===== src/rtl/cr_cp0_lpmd_mc_if.sv =====
// Signal bundle between the CP0 low-power controller and its surroundings
// (IU, quiescing units, sysio, debug).
interface cr_cp0_lpmd_mc_if #(
  parameter int ACK_NUM    = 2,
  parameter int WAKE_DLY_W = 4
);
  logic                  i_inst_lpmd;
  logic [1:0]            i_inst_lpmd_mode;
  logic                  i_iu_yy_xx_flush;
  logic                  i_iu_cp0_lp_wk_int;
  logic                  i_had_yy_xx_dbg;
  logic                  i_iu_yy_xx_dbgon;
  logic [ACK_NUM-1:0]    i_unit_ack;
  logic [ACK_NUM-1:0]    o_unit_req;
  logic [1:0]            i_sysio_cp0_sys_view_lpmd_b;
  logic [WAKE_DLY_W-1:0] i_wake_dly;
  logic [1:0]            o_cp0_sysio_lpmd_b;
  logic [1:0]            o_cp0_had_lpmd_b;
  logic                  o_cp0_yy_clk_en;
  logic                  o_cp0_ifu_in_lpmd;
  logic                  o_lpmd_iui_stall;
  logic                  o_cp0_sysio_ipend_b;
  logic                  o_cp0_lpmd_clk_en;

  modport master (
    output i_inst_lpmd, i_inst_lpmd_mode, i_iu_yy_xx_flush, i_iu_cp0_lp_wk_int,
           i_had_yy_xx_dbg, i_iu_yy_xx_dbgon, i_unit_ack,
           i_sysio_cp0_sys_view_lpmd_b, i_wake_dly,
    input  o_unit_req, o_cp0_sysio_lpmd_b, o_cp0_had_lpmd_b, o_cp0_yy_clk_en,
           o_cp0_ifu_in_lpmd, o_lpmd_iui_stall, o_cp0_sysio_ipend_b,
           o_cp0_lpmd_clk_en
  );

  modport slave (
    input  i_inst_lpmd, i_inst_lpmd_mode, i_iu_yy_xx_flush, i_iu_cp0_lp_wk_int,
           i_had_yy_xx_dbg, i_iu_yy_xx_dbgon, i_unit_ack,
           i_sysio_cp0_sys_view_lpmd_b, i_wake_dly,
    output o_unit_req, o_cp0_sysio_lpmd_b, o_cp0_had_lpmd_b, o_cp0_yy_clk_en,
           o_cp0_ifu_in_lpmd, o_lpmd_iui_stall, o_cp0_sysio_ipend_b,
           o_cp0_lpmd_clk_en
  );
endinterface


===== src/rtl/cr_cp0_lpmd_mc.sv =====
// CP0 low-power controller: quiesces ACK_NUM units, drives WAIT/DOZE/STOP to
// sysio, gates the core clock and holds it off for a settle delay on wake-up.
module cr_cp0_lpmd_mc #(
  parameter int ACK_NUM    = 2,
  parameter int WAKE_DLY_W = 4
) (
  input logic               forever_cpuclk,
  input logic               cpurst_b,
  cr_cp0_lpmd_mc_if.slave   bus
);

  typedef enum logic [2:0] {
    ST_IDLE  = 3'd0,
    ST_WFACK = 3'd1,
    ST_LPMD  = 3'd2,
    ST_WAKE  = 3'd3,
    ST_CPLT  = 3'd4
  } state_t;

  localparam logic [1:0]            LPMD_NOP = 2'b11;
  localparam logic [WAKE_DLY_W-1:0] CNT_ONE  = {{(WAKE_DLY_W-1){1'b0}}, 1'b1};
  localparam logic [WAKE_DLY_W-1:0] CNT_ZERO = {WAKE_DLY_W{1'b0}};

  state_t                r_state;
  state_t                w_state_nxt;
  logic [1:0]            r_mode;
  logic [1:0]            r_lpmd_b;
  logic [ACK_NUM-1:0]    r_ack_seen;
  logic [WAKE_DLY_W-1:0] r_cnt;

  logic                  w_wake;
  logic                  w_all_ack;
  logic                  w_start;
  logic                  w_sys_busy;
  logic                  w_cnt_zero;
  logic [ACK_NUM-1:0]    w_unit_req;
  logic                  w_stall;
  logic                  w_clk_en;
  logic                  w_in_lpmd;

  assign w_wake     = bus.i_iu_cp0_lp_wk_int | bus.i_had_yy_xx_dbg | bus.i_iu_yy_xx_dbgon;
  assign w_all_ack  = &(r_ack_seen | bus.i_unit_ack);
  assign w_start    = (r_state == ST_IDLE) & bus.i_inst_lpmd & (bus.i_inst_lpmd_mode != LPMD_NOP);
  assign w_sys_busy = (bus.i_sysio_cp0_sys_view_lpmd_b != LPMD_NOP);
  assign w_cnt_zero = (r_cnt == CNT_ZERO);

  // Next state; in WFACK flush beats wake, and wake (abort) beats entry
  always_comb begin
    w_state_nxt = r_state;
    case (r_state)
      ST_IDLE: begin
        if (w_start) w_state_nxt = ST_WFACK;
        else         w_state_nxt = ST_IDLE;
      end
      ST_WFACK: begin
        if (bus.i_iu_yy_xx_flush) w_state_nxt = ST_IDLE;
        else if (w_wake)          w_state_nxt = ST_CPLT;
        else if (w_all_ack)       w_state_nxt = ST_LPMD;
        else                      w_state_nxt = ST_WFACK;
      end
      ST_LPMD: begin
        if (w_wake) w_state_nxt = ST_WAKE;
        else        w_state_nxt = ST_LPMD;
      end
      ST_WAKE: begin
        if (w_cnt_zero && !w_sys_busy) w_state_nxt = ST_CPLT;
        else                           w_state_nxt = ST_WAKE;
      end
      ST_CPLT: w_state_nxt = ST_IDLE;
      default: w_state_nxt = ST_IDLE;
    endcase
  end

  always_ff @(posedge forever_cpuclk or negedge cpurst_b) begin
    if (!cpurst_b) r_state <= ST_IDLE;
    else           r_state <= w_state_nxt;
  end

  always_ff @(posedge forever_cpuclk or negedge cpurst_b) begin
    if (!cpurst_b)    r_mode <= LPMD_NOP;
    else if (w_start) r_mode <= bus.i_inst_lpmd_mode;
    else              r_mode <= r_mode;
  end

  // Acknowledges are sticky only while waiting; any other state clears them
  always_ff @(posedge forever_cpuclk or negedge cpurst_b) begin
    if (!cpurst_b)                r_ack_seen <= {ACK_NUM{1'b0}};
    else if (r_state == ST_WFACK) r_ack_seen <= r_ack_seen | bus.i_unit_ack;
    else                          r_ack_seen <= {ACK_NUM{1'b0}};
  end

  always_ff @(posedge forever_cpuclk or negedge cpurst_b) begin
    if (!cpurst_b)
      r_lpmd_b <= LPMD_NOP;
    else if ((r_state == ST_WFACK) && (w_state_nxt == ST_LPMD))
      r_lpmd_b <= r_mode;
    else if ((r_state == ST_LPMD) && w_wake)
      r_lpmd_b <= LPMD_NOP;
    else
      r_lpmd_b <= r_lpmd_b;
  end

  // Settle counter saturates at zero, so the maximum delay never wraps
  always_ff @(posedge forever_cpuclk or negedge cpurst_b) begin
    if (!cpurst_b)
      r_cnt <= CNT_ZERO;
    else if ((r_state == ST_LPMD) && w_wake)
      r_cnt <= bus.i_wake_dly;
    else if ((r_state == ST_WAKE) && !w_cnt_zero)
      r_cnt <= r_cnt - CNT_ONE;
    else
      r_cnt <= r_cnt;
  end

  always_comb begin
    w_unit_req = {ACK_NUM{1'b0}};
    w_stall    = w_start;
    w_clk_en   = !w_sys_busy;
    w_in_lpmd  = w_sys_busy;
    case (r_state)
      ST_WFACK: begin
        w_unit_req = ~r_ack_seen;
        w_stall    = 1'b1;
      end
      ST_LPMD: begin
        w_stall   = 1'b1;
        w_clk_en  = 1'b0;
        w_in_lpmd = 1'b1;
      end
      ST_WAKE: begin
        w_stall   = 1'b1;
        w_in_lpmd = 1'b1;
        if (!w_cnt_zero) w_clk_en = 1'b0;
        else             w_clk_en = !w_sys_busy;
      end
      default: w_stall = w_start;
    endcase
  end

  assign bus.o_unit_req          = w_unit_req;
  assign bus.o_lpmd_iui_stall    = w_stall;
  assign bus.o_cp0_yy_clk_en     = w_clk_en;
  assign bus.o_cp0_ifu_in_lpmd   = w_in_lpmd;
  assign bus.o_cp0_sysio_lpmd_b  = r_lpmd_b;
  assign bus.o_cp0_had_lpmd_b    = r_lpmd_b;
  assign bus.o_cp0_sysio_ipend_b = !bus.i_iu_cp0_lp_wk_int;
  assign bus.o_cp0_lpmd_clk_en   = bus.i_inst_lpmd | (r_state != ST_IDLE) | w_wake;

endmodule


===== src/flat_wrapper.sv =====
// flat-port wrapper written by rule: the top's interface ports become plain ports
module cr_cp0_lpmd_mc_flat 
#(
  parameter int ACK_NUM    = 2,
  parameter int WAKE_DLY_W = 4
)
  (forever_cpuclk, cpurst_b, bus_i_inst_lpmd, bus_i_inst_lpmd_mode, bus_i_iu_yy_xx_flush, bus_i_iu_cp0_lp_wk_int, bus_i_had_yy_xx_dbg, bus_i_iu_yy_xx_dbgon, bus_i_unit_ack, bus_i_sysio_cp0_sys_view_lpmd_b, bus_i_wake_dly, bus_o_unit_req, bus_o_cp0_sysio_lpmd_b, bus_o_cp0_had_lpmd_b, bus_o_cp0_yy_clk_en, bus_o_cp0_ifu_in_lpmd, bus_o_lpmd_iui_stall, bus_o_cp0_sysio_ipend_b, bus_o_cp0_lpmd_clk_en);
  cr_cp0_lpmd_mc_if #(.ACK_NUM(ACK_NUM), .WAKE_DLY_W(WAKE_DLY_W)) bus_i ();
  input logic forever_cpuclk;
  input logic cpurst_b;
  input wire logic [$bits(bus_i.i_inst_lpmd)-1:0] bus_i_inst_lpmd;
  input wire logic [$bits(bus_i.i_inst_lpmd_mode)-1:0] bus_i_inst_lpmd_mode;
  input wire logic [$bits(bus_i.i_iu_yy_xx_flush)-1:0] bus_i_iu_yy_xx_flush;
  input wire logic [$bits(bus_i.i_iu_cp0_lp_wk_int)-1:0] bus_i_iu_cp0_lp_wk_int;
  input wire logic [$bits(bus_i.i_had_yy_xx_dbg)-1:0] bus_i_had_yy_xx_dbg;
  input wire logic [$bits(bus_i.i_iu_yy_xx_dbgon)-1:0] bus_i_iu_yy_xx_dbgon;
  input wire logic [$bits(bus_i.i_unit_ack)-1:0] bus_i_unit_ack;
  input wire logic [$bits(bus_i.i_sysio_cp0_sys_view_lpmd_b)-1:0] bus_i_sysio_cp0_sys_view_lpmd_b;
  input wire logic [$bits(bus_i.i_wake_dly)-1:0] bus_i_wake_dly;
  output wire logic [$bits(bus_i.o_unit_req)-1:0] bus_o_unit_req;
  output wire logic [$bits(bus_i.o_cp0_sysio_lpmd_b)-1:0] bus_o_cp0_sysio_lpmd_b;
  output wire logic [$bits(bus_i.o_cp0_had_lpmd_b)-1:0] bus_o_cp0_had_lpmd_b;
  output wire logic [$bits(bus_i.o_cp0_yy_clk_en)-1:0] bus_o_cp0_yy_clk_en;
  output wire logic [$bits(bus_i.o_cp0_ifu_in_lpmd)-1:0] bus_o_cp0_ifu_in_lpmd;
  output wire logic [$bits(bus_i.o_lpmd_iui_stall)-1:0] bus_o_lpmd_iui_stall;
  output wire logic [$bits(bus_i.o_cp0_sysio_ipend_b)-1:0] bus_o_cp0_sysio_ipend_b;
  output wire logic [$bits(bus_i.o_cp0_lpmd_clk_en)-1:0] bus_o_cp0_lpmd_clk_en;
  assign bus_i.i_inst_lpmd = bus_i_inst_lpmd;
  assign bus_i.i_inst_lpmd_mode = bus_i_inst_lpmd_mode;
  assign bus_i.i_iu_yy_xx_flush = bus_i_iu_yy_xx_flush;
  assign bus_i.i_iu_cp0_lp_wk_int = bus_i_iu_cp0_lp_wk_int;
  assign bus_i.i_had_yy_xx_dbg = bus_i_had_yy_xx_dbg;
  assign bus_i.i_iu_yy_xx_dbgon = bus_i_iu_yy_xx_dbgon;
  assign bus_i.i_unit_ack = bus_i_unit_ack;
  assign bus_i.i_sysio_cp0_sys_view_lpmd_b = bus_i_sysio_cp0_sys_view_lpmd_b;
  assign bus_i.i_wake_dly = bus_i_wake_dly;
  assign bus_o_unit_req = bus_i.o_unit_req;
  assign bus_o_cp0_sysio_lpmd_b = bus_i.o_cp0_sysio_lpmd_b;
  assign bus_o_cp0_had_lpmd_b = bus_i.o_cp0_had_lpmd_b;
  assign bus_o_cp0_yy_clk_en = bus_i.o_cp0_yy_clk_en;
  assign bus_o_cp0_ifu_in_lpmd = bus_i.o_cp0_ifu_in_lpmd;
  assign bus_o_lpmd_iui_stall = bus_i.o_lpmd_iui_stall;
  assign bus_o_cp0_sysio_ipend_b = bus_i.o_cp0_sysio_ipend_b;
  assign bus_o_cp0_lpmd_clk_en = bus_i.o_cp0_lpmd_clk_en;
  cr_cp0_lpmd_mc #(.ACK_NUM(ACK_NUM), .WAKE_DLY_W(WAKE_DLY_W)) u_core (.forever_cpuclk(forever_cpuclk), .cpurst_b(cpurst_b), .bus(bus_i));
endmodule

===== config.mk =====
export PLATFORM = sky130hd
export DESIGN_NAME = cr_cp0_lpmd_mc_flat
export DESIGN_NICKNAME = d
export VERILOG_FILES = /design/src/rtl/cr_cp0_lpmd_mc_if.sv /design/src/rtl/cr_cp0_lpmd_mc.sv /design/src/flat_wrapper.sv
export SDC_FILE = /design/constraint.sdc
export NUM_CORES = 1
export LEC_CHECK = 0
export ABC_CLOCK_PERIOD_IN_PS = 1640
export BUFFER_PORTS_ARGS = -buffer_cell sky130_fd_sc_hd__buf_4
export CAP_MARGIN = 20
export CORE_MARGIN = 1
export CORE_UTILIZATION = 48
export DETAILED_ROUTE_END_ITERATION = 6
export GPL_TIMING_DRIVEN = 0
export MAX_ROUTING_LAYER = met4
export PLACE_DENSITY_LB_ADDON = 0.1
export REMOVE_ABC_BUFFERS = 1
export SYNTH_ARGS = -nofsm -noshare
export SYNTH_HDL_FRONTEND = slang
export SYNTH_SLANG_ARGS = --single-unit

===== constraint.sdc =====
create_clock -name forever_cpuclk -period 1.64 [get_ports forever_cpuclk]
set_input_delay 0.246 -clock forever_cpuclk [delete_from_list [all_inputs] [get_ports forever_cpuclk]]
set_output_delay 0.246 -clock forever_cpuclk [all_outputs]
set_load 0.05 [all_outputs]

==> results of run 1 <==
-- sequential cells by signal, indices dropped and copies added (netlist names) --
signal	count
u_core.r_cnt	4
u_core.r_state	3
u_core.bus.o_cp0_had_lpmd_b	2
u_core.r_ack_seen	2
u_core.r_mode	2
-- cells in the final DEF, fill, tap and decap left out, drive strengths merged, types with 2 or more instances in the layout --
master,instances
clkbuf,4
nor2,7
or2,3
a21oi,4
o21ai,4
nand3,4
dfstp,4
inv,6
or3,3
nand2b,3
nand2,5
nor3,4
dfrtp,9
nor4,2
a31oi,3
buf,38
or3b,2
nor3b,3
ha,2
nand4b,2
mux2i,2
-- power by group --
| part | internal [mW] | switching [mW] |
|---|---|---|
| Sequential | 0.503 | 0.166 |
| Combinational | 0.608 | 0.798 |
| Clock | 0.0948 | 0.121 |
-- critical path, stage by stage, from the launching register on --
cell and delay, ns:
dfrtp_1 0.41, inv_2 0.09, ha_4 0.13, nor3b_4 0.19, nand3_1 0.09, o21ai_1 0.16, buf_6 0.18
-- through the flow --
| stage | utilization (%) | setup TNS [ns] | setup WS, ns |
|---|---|---|---|
| after floorplan | - | -1.17 | -0.815 |
| after global placement | 65.3 | -0.287 | -0.258 |
| after detailed placement | 65.3 | -0.385 | -0.287 |
| after CTS | 74.4 | -0.127 | -0.127 |
| after global routing | 77.9 | -0.306 | -0.195 |
| final | 77.9 | -0.138 | -0.138 |
-- cell families (layout without fill, tap and decap cells) --
family,count (synthesis),in the layout,share of synthesized area (%)
buf+inv,12,49,6.69
simple gates,44,44,33.3
compound gates,19,19,15.3
flops,13,13,39.3
fa+ha+maj,2,2,2.98
mux,2,2,2.38
-- layout make-up --
type,instances,area share [%]
clock buffers,4,2.14
inverters,6,1.83
multi-input cells,67,41.6
flip-flops and latches,13,27.2
well taps,16,1.63
repair buffers,39,25.6
-- routing by layer --
layer / up-vias / share of wire, %
met1: 409 / 40
met5: - / 0
met3: 5 / 3.4
met4: 0 / 1.9
li1: 412 / -
met2: 25 / 55
-- what timing repair did --
item | in CTS | in global routing
setup buffers | 9 | 2
gates resized for setup | 14 | 9
hold buffers | 1 | 0
endpoints found under the hold margin | 9 | 0
pin swaps | 3 | 2
cloned | 0 | 0
endpoints found under the setup margin | 8 | 6
-- worst max path at each step --
| stage | from | endpoint | slack [ns] | cells after the start |
|---|---|---|---|---|
| 6_report | u_core.r_cnt[0] | bus_o_cp0_yy_clk_en | -0.14 | 6 |
| 5_1_grt | u_core.r_cnt[0] | bus_o_cp0_yy_clk_en | -0.19 | 6 |
| 4_1_cts | u_core.r_cnt[0] | bus_o_cp0_yy_clk_en | -0.13 | 6 |
| 3_5_place_dp | u_core.r_cnt[0] | bus_o_cp0_yy_clk_en | -0.29 | 6 |
| 3_3_place_gp | u_core.r_cnt[0] | bus_o_cp0_yy_clk_en | -0.26 | 6 |
| 2_1_floorplan | u_core.r_cnt[0] | bus_o_cp0_yy_clk_en | -0.81 | 5 |
==> summary.md, run 1 <==
| Metric | Value |
|---|---|
| Layout cells sized above 1 | `49.6%` |
| Max-slew violation count | `0` |
| DR iter-0 viols | `16` |
| Synth area leaders | `dfrtp_1 (27%), dfstp_2 (13%), nor2_1 (3.1%)` |
| Hpwl dp | `about 1400 µm` |
| Share of the synthesized area in the top cell type | `26.8%` |
| Worst r2r dst | `u_core.r_mode[0]` |
| Max FO, Critical Path | `3` |
| Routability cong. | `0.885` |
| Worst-path clk slew | `about 0.09 ns` |
| Pwr Total | `2.29 mW` |
| Vias | `851` |
| Met1 Use GR | `between 20% and 30%` |
| Top cells by count, synth | `dfrtp_1 (9), nor2_1 (7), inv_1 (6)` |
| Period minus WS final | `approximately 1.8 ns` |
| Detailed Routing Iterations Pass 1 | `6` |
| CP Class | `flop to output pin` |
| Dominant cell type by area after synthesis | `dfrtp_1` |
| Crit path capture type | `output pin` |
| Initial Util | `53.3%` |
| Io pins | `28` |
| Fillers | `111` |
| Cell Pwr Density | `1870 nW/µm²` |
| DRC viols | `0` |
| Top FF cell, synth | `dfrtp_1` |
| Post-Syn Area per Cell | `9.14 µm²` |
| Critical path arrival | `~1.5 ns` |
| Die area | `about 1900 µm²` |
| Max cap viols | `0` |
| GRT Max-Usage Layer | `met2` |
| GR Overflow Total | `0` |
| Number of core rows | `14` |
| Max clock buf depth | `2` |
| YS warnings | `0` |
| Area growth syn-to-layout | `46.0%` |
| Count of cell types in the netlist | `40` |
| Worst slew pin tran | `0.629 ns` |
| H-tree depth | `1` |
| Most common cell in the netlist | `dfrtp_1` |
| Reg2Reg Launch Point | `u_core.r_state[0]` |
| Leakage | `roughly 0.6 nW` |
| Post-DR wirelength/cell | `15.7 µm` |
| Setup violators final | `1` |
| Antenna Nets Post-Route | `0` |
| Initial antenna violation count | `0` |
| R2R Setup Slk | `0.07 ns` |
| Multi-input logic area | `510 µm²` |
| Final Non-Filler Cells | `around 150` |
| Synth Cell Area | `~840 µm²` |
| Yosys reg bits | `13` |
| Largest net degree at the start of global routing | `14` |
| Seq/Total Area, Yosys | `39.3%` |
| CORE AREA | `1580 µm²` |
| Number of flops mapped to enable cells by yosys | `0` |
| Port bufs | `27` |
| Vias in the first global route | `792` |
| Root buf cell | `clkbuf_4` |
| Die width | `43.9 µm` |
| GRT Total Usage | `24.5%` |
| Fin crit share | `108%` |
| Num CTS Buffers | `3` |
| Setup Skew | `0.00218 ns` |
| Failing checks | `negative setup slack` |
| RSZ-0062 raised after global routing | `true` |
| Met3 usage | `3.75%` |
| Peak Freq | `0.562 GHz` |
| Placed cell count | `129` |
| First-pass GRT wire length | `3290 µm` |
| Nets | `149` |
| DP Area | `1030 µm²` |
| # clock sinks | `13` |
| Vert. Die Dim | `about 44 µm` |
| Relative slew slack | `57.8%` |
| Later-pin clock latency in the skew report | `0.29 ns` |
| Wirelength, routed | `approximately 2300 µm` |
| Ys async rst share | `100%` |
| WHS Path Cells | `2` |
| Setup slack after layout | `-0.138 ns` |
| Hold_ws | `0.194 ns` |
| WP data required | `between 1 and 1.5 ns` |
| Hold_sp | `bus_i_wake_dly[1]` |
| Hold crit path type | `input pin to flop` |
| Max IR drop VDD | `1490 µV` |
| Met2 Use GR | `40.9%` |
| Design area | `1230 µm²` |
| Syn Inst Count | `between 90 and 100` |
| Vias/cell | `5.87` |
| Outcome | `finished with violations` |
| FF+latch area | `334 µm²` |
| Startpoint types | `flop` |
| Ant. Diodes | `0` |
| Fin. Hold Viols | `0` |
| Hold Path Sink | `u_core.r_cnt[1]` |
| R2R cell count | `4` |
| CTS tree | `done` |
(Power assumes the default switching activity.)
==> run 2, diff against run 1 <==
GPL_TIMING_DRIVEN = default   (was 0)
==> run 2 against run 1 <==
  * The flow still finishes with violations (negative setup slack)
  * Highest routed layer unchanged
  * First-iteration DRC count rose by 140%
  * Register-to-register slack worse by 0.02 ns
  * Count of clock-buffer cells in the layout unchanged
  * Die area unchanged
  * Sequential power about the same
  * Clock power hardly changed
  * Global-route usage is 5.0 points higher
  * Largest cell class unchanged
==> summary.md, run 2 (synthesized netlist as in run 1, its figures left out) <==
| Metric | Value |
|---|---|
| Period minus WS final | `1.76 ns` |
| Wirelength, routed | `roughly 2500 µm` |
| H-tree depth | `1` |
| Ant. Diodes | `0` |
| Most frequent cells in the layout | `buf_4 (38), buf_6 (6), dfrtp_1 (6)` |
| Vert. Die Dim | `43.9 µm` |
| DRC viols | `0` |
| CTS tree | `done` |
| Max IR drop VDD | `1500 µV` |
| DR iter-0 viols | `38` |
| GR Overflow Total | `0` |
| Critical path arrival | `1.51 ns` |
| Critical-path cell list | `inv_2, ha_4, nor3b_4, nand3_1, o21ai_1, buf_6` |
| Worst-path clk slew | `0.09 ns` |
| Peak Freq | `between 0.5 and 0.6 GHz` |
| Biggest register | `u_core.r_cnt` |
| Hpwl dp | `1560 µm` |
| Slowest-stage cell, CP | `dfrtp_1` |
| Io pins | `28` |
| Initial antenna violation count | `0` |
| Vias in the first global route | `872` |
| First-pass GRT wire length | `3900 µm` |
| Initial Util | `a little over half` |
| Vias | `901` |
| Vias/cell | `5.93` |
| Worst slew pin tran | `about 0.43 ns` |
| Largest register FFs | `4` |
| Root buf cell | `clkbuf_4` |
| Setup Skew | `roughly 0.0024 ns` |
| Crit path capture type | `output pin` |
| # clock sinks | `13` |
| Die area | `1920 µm²` |
| Relative slew slack | `71.1%` |
| CORE AREA | `~1600 µm²` |
| Detailed Routing Iterations Pass 1 | `6` |
| Startpoint types | `flop` |
| Largest net degree at the start of global routing | `14` |
| Delay-heaviest family, CP | `flip-flops` |
| Buf/Inv on CP | `2` |
| Max clock buf depth | `2` |
| Setup slack after layout | `-0.117 ns` |
| Fin. Hold Viols | `0` |
| Max cap viols | `0` |
| Die width | `43.9 µm` |
| CP Class | `flop to output pin` |
| GRT Total Usage | `between 20 and 30%` |
| Num CTS Buffers | `3` |
| RSZ-0062 raised after global routing | `true` |
| Outcome | `finished with violations` |
| Fin crit share | `107%` |
| Area growth syn-to-layout | `56.4%` |
| Setup violators final | `3` |
| Nets | `156` |
| Cell Pwr Density | `1890 nW/µm²` |
| Commonest non-fill, non-tap cell in the layout | `buf_4` |
| WP data required | `1.39 ns` |
| Post-DR wirelength/cell | `16.4 µm` |
| Max-slew violation count | `0` |
| Number of core rows | `14` |
| Max FO, Critical Path | `2` |
| Later-pin clock latency in the skew report | `between 0.2 and 0.3 ns` |
| CP peak stage delay | `0.39 ns` |
| Hold crit path type | `input pin to flop` |
| Port bufs | `27` |
| Routability cong. | `0.899` |
| Leakage | `around 0.63 nW` |
| Setup_tns | `-0.213 ns` |
| Layout cells sized above 1 | `between 50% and 60%` |
| Failing checks | `negative setup slack` |
| Top flop regs | `u_core.r_cnt x4, u_core.r_state x3` |
| Antenna Nets Post-Route | `0` |
| Pwr Total | `2.48 mW` |
==> run 2: cell types whose count changed in the layout (fill, tap and decap cells not counted), sizes merged <==
cell and change:
buf +7
==> run 2: through the flow <==
step	setup slack, ns	cells	hold WS (ns)	utilization [%]	area [µm²]
floorplan	-0.815	86	-0.0496	-	807
global placement	0.0417	136	0.101	68.7	1080
detailed placement	-0.0108	136	0.101	68.7	1080
CTS	-0.0963	149	0.205	79.0	1250
global route	-0.157	152	0.207	83.4	1320
finish	-0.117	152	0.189	83.4	1320
==> run 2: path summary, 6_finish.rpt <==
kind,startpoint,slack [ns],depth (start not counted),to
worst min-delay path,bus_i_wake_dly[1],0.19,2,u_core.r_cnt[1]
worst max-delay path,u_core.r_cnt[1],-0.12,6,bus_o_cp0_yy_clk_en
min in group asynchronous,cpurst_b,0.33,2,u_core.r_cnt[3]
worst max register to register,u_core.r_state[0],0.05,4,u_core.r_mode[0]
max in group asynchronous,cpurst_b,1.07,2,u_core.r_mode[0]
worst min register to register,u_core.r_mode[1],0.49,2,u_core.bus.o_cp0_had_lpmd_b[1]
==> run 2: area by class of cell <==
type                    instances  area, µm²
inverters                       6       22.5
multi-input cells              67        529
repair buffers                 46        383
well taps                      16       20.0
clock buffers                   4       26.3
fillers                        86        262
flip-flops and latches         13        334
==> run 2: worst register-to-register path: stages (launching register included) <==
cell	delay (ns)
dfrtp_2	0.46
buf_4	0.17
or4b_4	0.52
or2_4	0.25
a21oi_2	0.13
==> run 2: power breakdown <==
part           switching (mW)  internal, mW  total [mW]
clock                   0.123        0.0948       0.218
sequential              0.167         0.504       0.671
combinational           0.860         0.734        1.59
==> run 2: repair_timing <==
item / 4_1_cts / 5_1_grt
pin swaps: 3 / 4
setup buffers: 8 / 3
hold endpoints to repair: 9 / 0
resized for setup: 20 / 7
hold buffers: 1 / 0
endpoints found under the setup margin: 5 / 8
==> run 2: per-layer routing <==
layer  part of all wire, %  global-route usage [%]  wire length, µm  vias up
met3                   5.3                    5.00              133       16
li1                      -                       -                -      431
met2                    50                    48.7             1250       41
met5                     0                       -                0        -
met4                   4.3                    17.6              107        0
met1                    40                    33.4             1010      413
==> run 3, diff against run 2 <==
--- a/config.mk
+++ b/config.mk
@@ -15,2 +15,3 @@
 export PLACE_DENSITY_LB_ADDON = 0.1
+export RECOVER_POWER = 25
 export REMOVE_ABC_BUFFERS = 1
==> constraint.sdc (replaced) <==
create_clock -name forever_cpuclk -period 1.64 [get_ports forever_cpuclk]
set_input_delay 0.328 -clock forever_cpuclk [delete_from_list [all_inputs] [get_ports forever_cpuclk]]
set_output_delay 0.328 -clock forever_cpuclk [all_outputs]
set_load 0.05 [all_outputs]
==> run 3 against run 2 <==
  * The flow still finishes with violations (negative setup slack)
  * Die area unchanged
  * Flip-flop and latch count unchanged
  * Worst hold slack better by 0.12 ns
  * Wire length down 5.0%
  * Largest cell class unchanged
==> summary.md, run 3 (synthesized netlist as in run 1, its figures left out) <==
| Metric | Value |
|---|---|
| Outcome | `finished with violations` |
| Failing checks | `negative setup slack` |
| Root buf cell | `clkbuf_4` |
| DR iter-0 viols | `24` |
| Max clock buf depth | `2` |
| Top flop regs | `u_core.r_cnt x4, u_core.r_state x3` |
| Setup Skew | `0.00603 ns` |
| Critical path arrival | `1.51 ns` |
| Vias | `between 800 and 900` |
| Largest net degree at the start of global routing | `14` |
| CORE AREA | `1580 µm²` |
| Max IR drop VDD | `between 1000 and 1500 µV` |
| Period minus WS final | `1.83 ns` |
| Layout cells sized above 1 | `a little over half` |
| Setup violators final | `5` |
| Fillers | `103` |
| Area growth syn-to-layout | `57.6%` |
| Relative slew slack | `about half` |
| Multi-input logic area | `549 µm²` |
| Initial antenna violation count | `0` |
| Max cap viols | `0` |
| Design area | `1330 µm²` |
| GRT Total Usage | `26.1%` |
| Vias/cell | `5.76` |
| Setup slack after layout | `-0.195 ns` |
| WP data required | `1.31 ns` |
| Peak Freq | `0.545 GHz` |
| Nets | `156` |
| # clock sinks | `13` |
| Commonest non-fill, non-tap cell in the layout | `buf_4` |
| Hpwl dp | `1430 µm` |
| Clock power frac | `between 8 and 9%` |
| CP Class | `flop to output pin` |
| Fin crit share | `112%` |
| Post-DR wirelength/cell | `about 16 µm` |
| Sw Share | `45.9%` |
| Hold crit path type | `input pin to flop` |
| Antenna Nets Post-Route | `0` |
| Reg power frac | `27.0%` |
| Num CTS Buffers | `3` |
| GR Overflow Total | `0` |
| FF+latch area | `333 µm²` |
| Die width | `43.9 µm` |
| Largest register FFs | `4` |
| Combinational share of power | `64.9%` |
| Detailed Routing Iterations Pass 1 | `6` |
| Wirelength, routed | `2370 µm` |
| H-tree depth | `1` |
| DRC viols | `0` |
| Worst slew pin tran | `0.732 ns` |
| Max FO, Critical Path | `3` |
| Vert. Die Dim | `43.9 µm` |
| Startpoint types | `flop` |
| Vias in the first global route | `832` |
| Initial Util | `53.3%` |
| Place WS | `-0.0839 ns` |
| Fin. Hold Viols | `0` |
| Io pins | `28` |
| Number of core rows | `14` |
| Net switching power | `approximately 1.1 mW` |
| Leakage | `0.629 nW` |
| Worst-path clk slew | `around 0.08 ns` |
| Later-pin clock latency in the skew report | `0.27 ns` |
| Internal | `1.33 mW` |
| Biggest register | `u_core.r_cnt` |
| DP Area | `1080 µm²` |
| CTS tree | `done` |
| Fin util | `84.0%` |
| RSZ-0062 raised after global routing | `true` |
| Routability cong. | `0.870` |
| Port bufs | `27` |
| Die area | `1920 µm²` |
| Ant. Diodes | `0` |
| Crit path capture type | `output pin` |
| Cell Pwr Density | `1850 nW/µm²` |
| First-pass GRT wire length | `3610 µm` |
| Most frequent cells in the layout | `buf_4 (37), dfrtp_1 (7), buf_6 (6)` |
| Max-slew violation count | `0` |
[run 3: changes by cell type in the layout (fill, tap and decap cells not counted), sizes merged]
cell    before  now
buf         45   44
clkbuf       4    5
[run 3: cell type report]
cell class | instances | area share [%]
Tap cell | 16 | 1.51
Inverter | 6 | 1.70
Sequential cell | 13 | 25.1
Multi-Input combinational cell | 67 | 41.5
Timing Repair Buffer | 46 | 28.2
Clock buffer | 4 | 1.98
[run 3: timing repair]
item                                   in CTS  in global routing
resized for setup                          21                 10
pin swaps                                   4                  4
endpoints found under the hold margin       9                  0
setup endpoints to repair                   5                  7
hold buffers                                1                  0
setup buffers                               8                  4
[run 3: layer usage]
| metal | part of all wire [%] | up-vias | wire (µm) | track usage (%) |
|---|---|---|---|---|
| li1 | - | 424 | - | - |
| met1 | 42 | 416 | 993 | 31.8 |
| met2 | 53 | 34 | 1260 | 46.9 |
| met3 | 4.8 | 2 | 113 | 2.50 |
| met4 | 0.084 | 0 | 2 | 5.45 |
| met5 | 0 | - | 0 | - |
[run 3: power by group through the flow]
| stage | Sequential, mW | Combinational (mW) | Clock [mW] |
|---|---|---|---|
| after floorplan | 0.802 | 0.607 | 0 |
| after global placement | 0.616 | 1.17 | 0 |
| after detailed placement | 0.622 | 1.18 | 0 |
| after CTS | 0.652 | 1.42 | 0.207 |
| after global routing | 0.676 | 1.70 | 0.218 |
| final | 0.662 | 1.59 | 0.200 |
[run 3: worst paths after layout]
kind / from / end / slack (ns) / depth (start not counted)
worst max register to register: u_core.r_cnt[0] / u_core.r_cnt[2] / -0.11 / 10
worst max-delay path: u_core.r_cnt[0] / bus_o_cp0_yy_clk_en / -0.19 / 6
worst min register to register: u_core.r_mode[1] / u_core.bus.o_cp0_had_lpmd_b[1] / 0.46 / 2
worst min-delay path: bus_i_wake_dly[1] / u_core.r_cnt[1] / 0.31 / 2
max in group asynchronous: cpurst_b / u_core.r_state[0] / 0.52 / 2
min in group asynchronous: cpurst_b / u_core.r_cnt[2] / 0.62 / 2
[run 3: worst max-delay path, cell delays in order, from the launching register on]
cell	delay, ns
dfrtp_1	0.40
inv_2	0.09
ha_4	0.13
nor3b_4	0.19
nand3_1	0.09
o21ai_1	0.16
buf_6	0.18
[run 3: stage by stage]
stage / cells / TNS (ns) / hold slack, ns / total power, mW
finish: 152 / -0.402 / 0.309 / 2.45
CTS: 149 / -0.384 / 0.298 / 2.28
global route: 152 / -0.829 / 0.311 / 2.60
global placement: 136 / -0.0594 / 0.180 / 1.78
detailed placement: 136 / -0.0839 / 0.184 / 1.80
floorplan: 86 / -1.41 / 0.0324 / 1.41
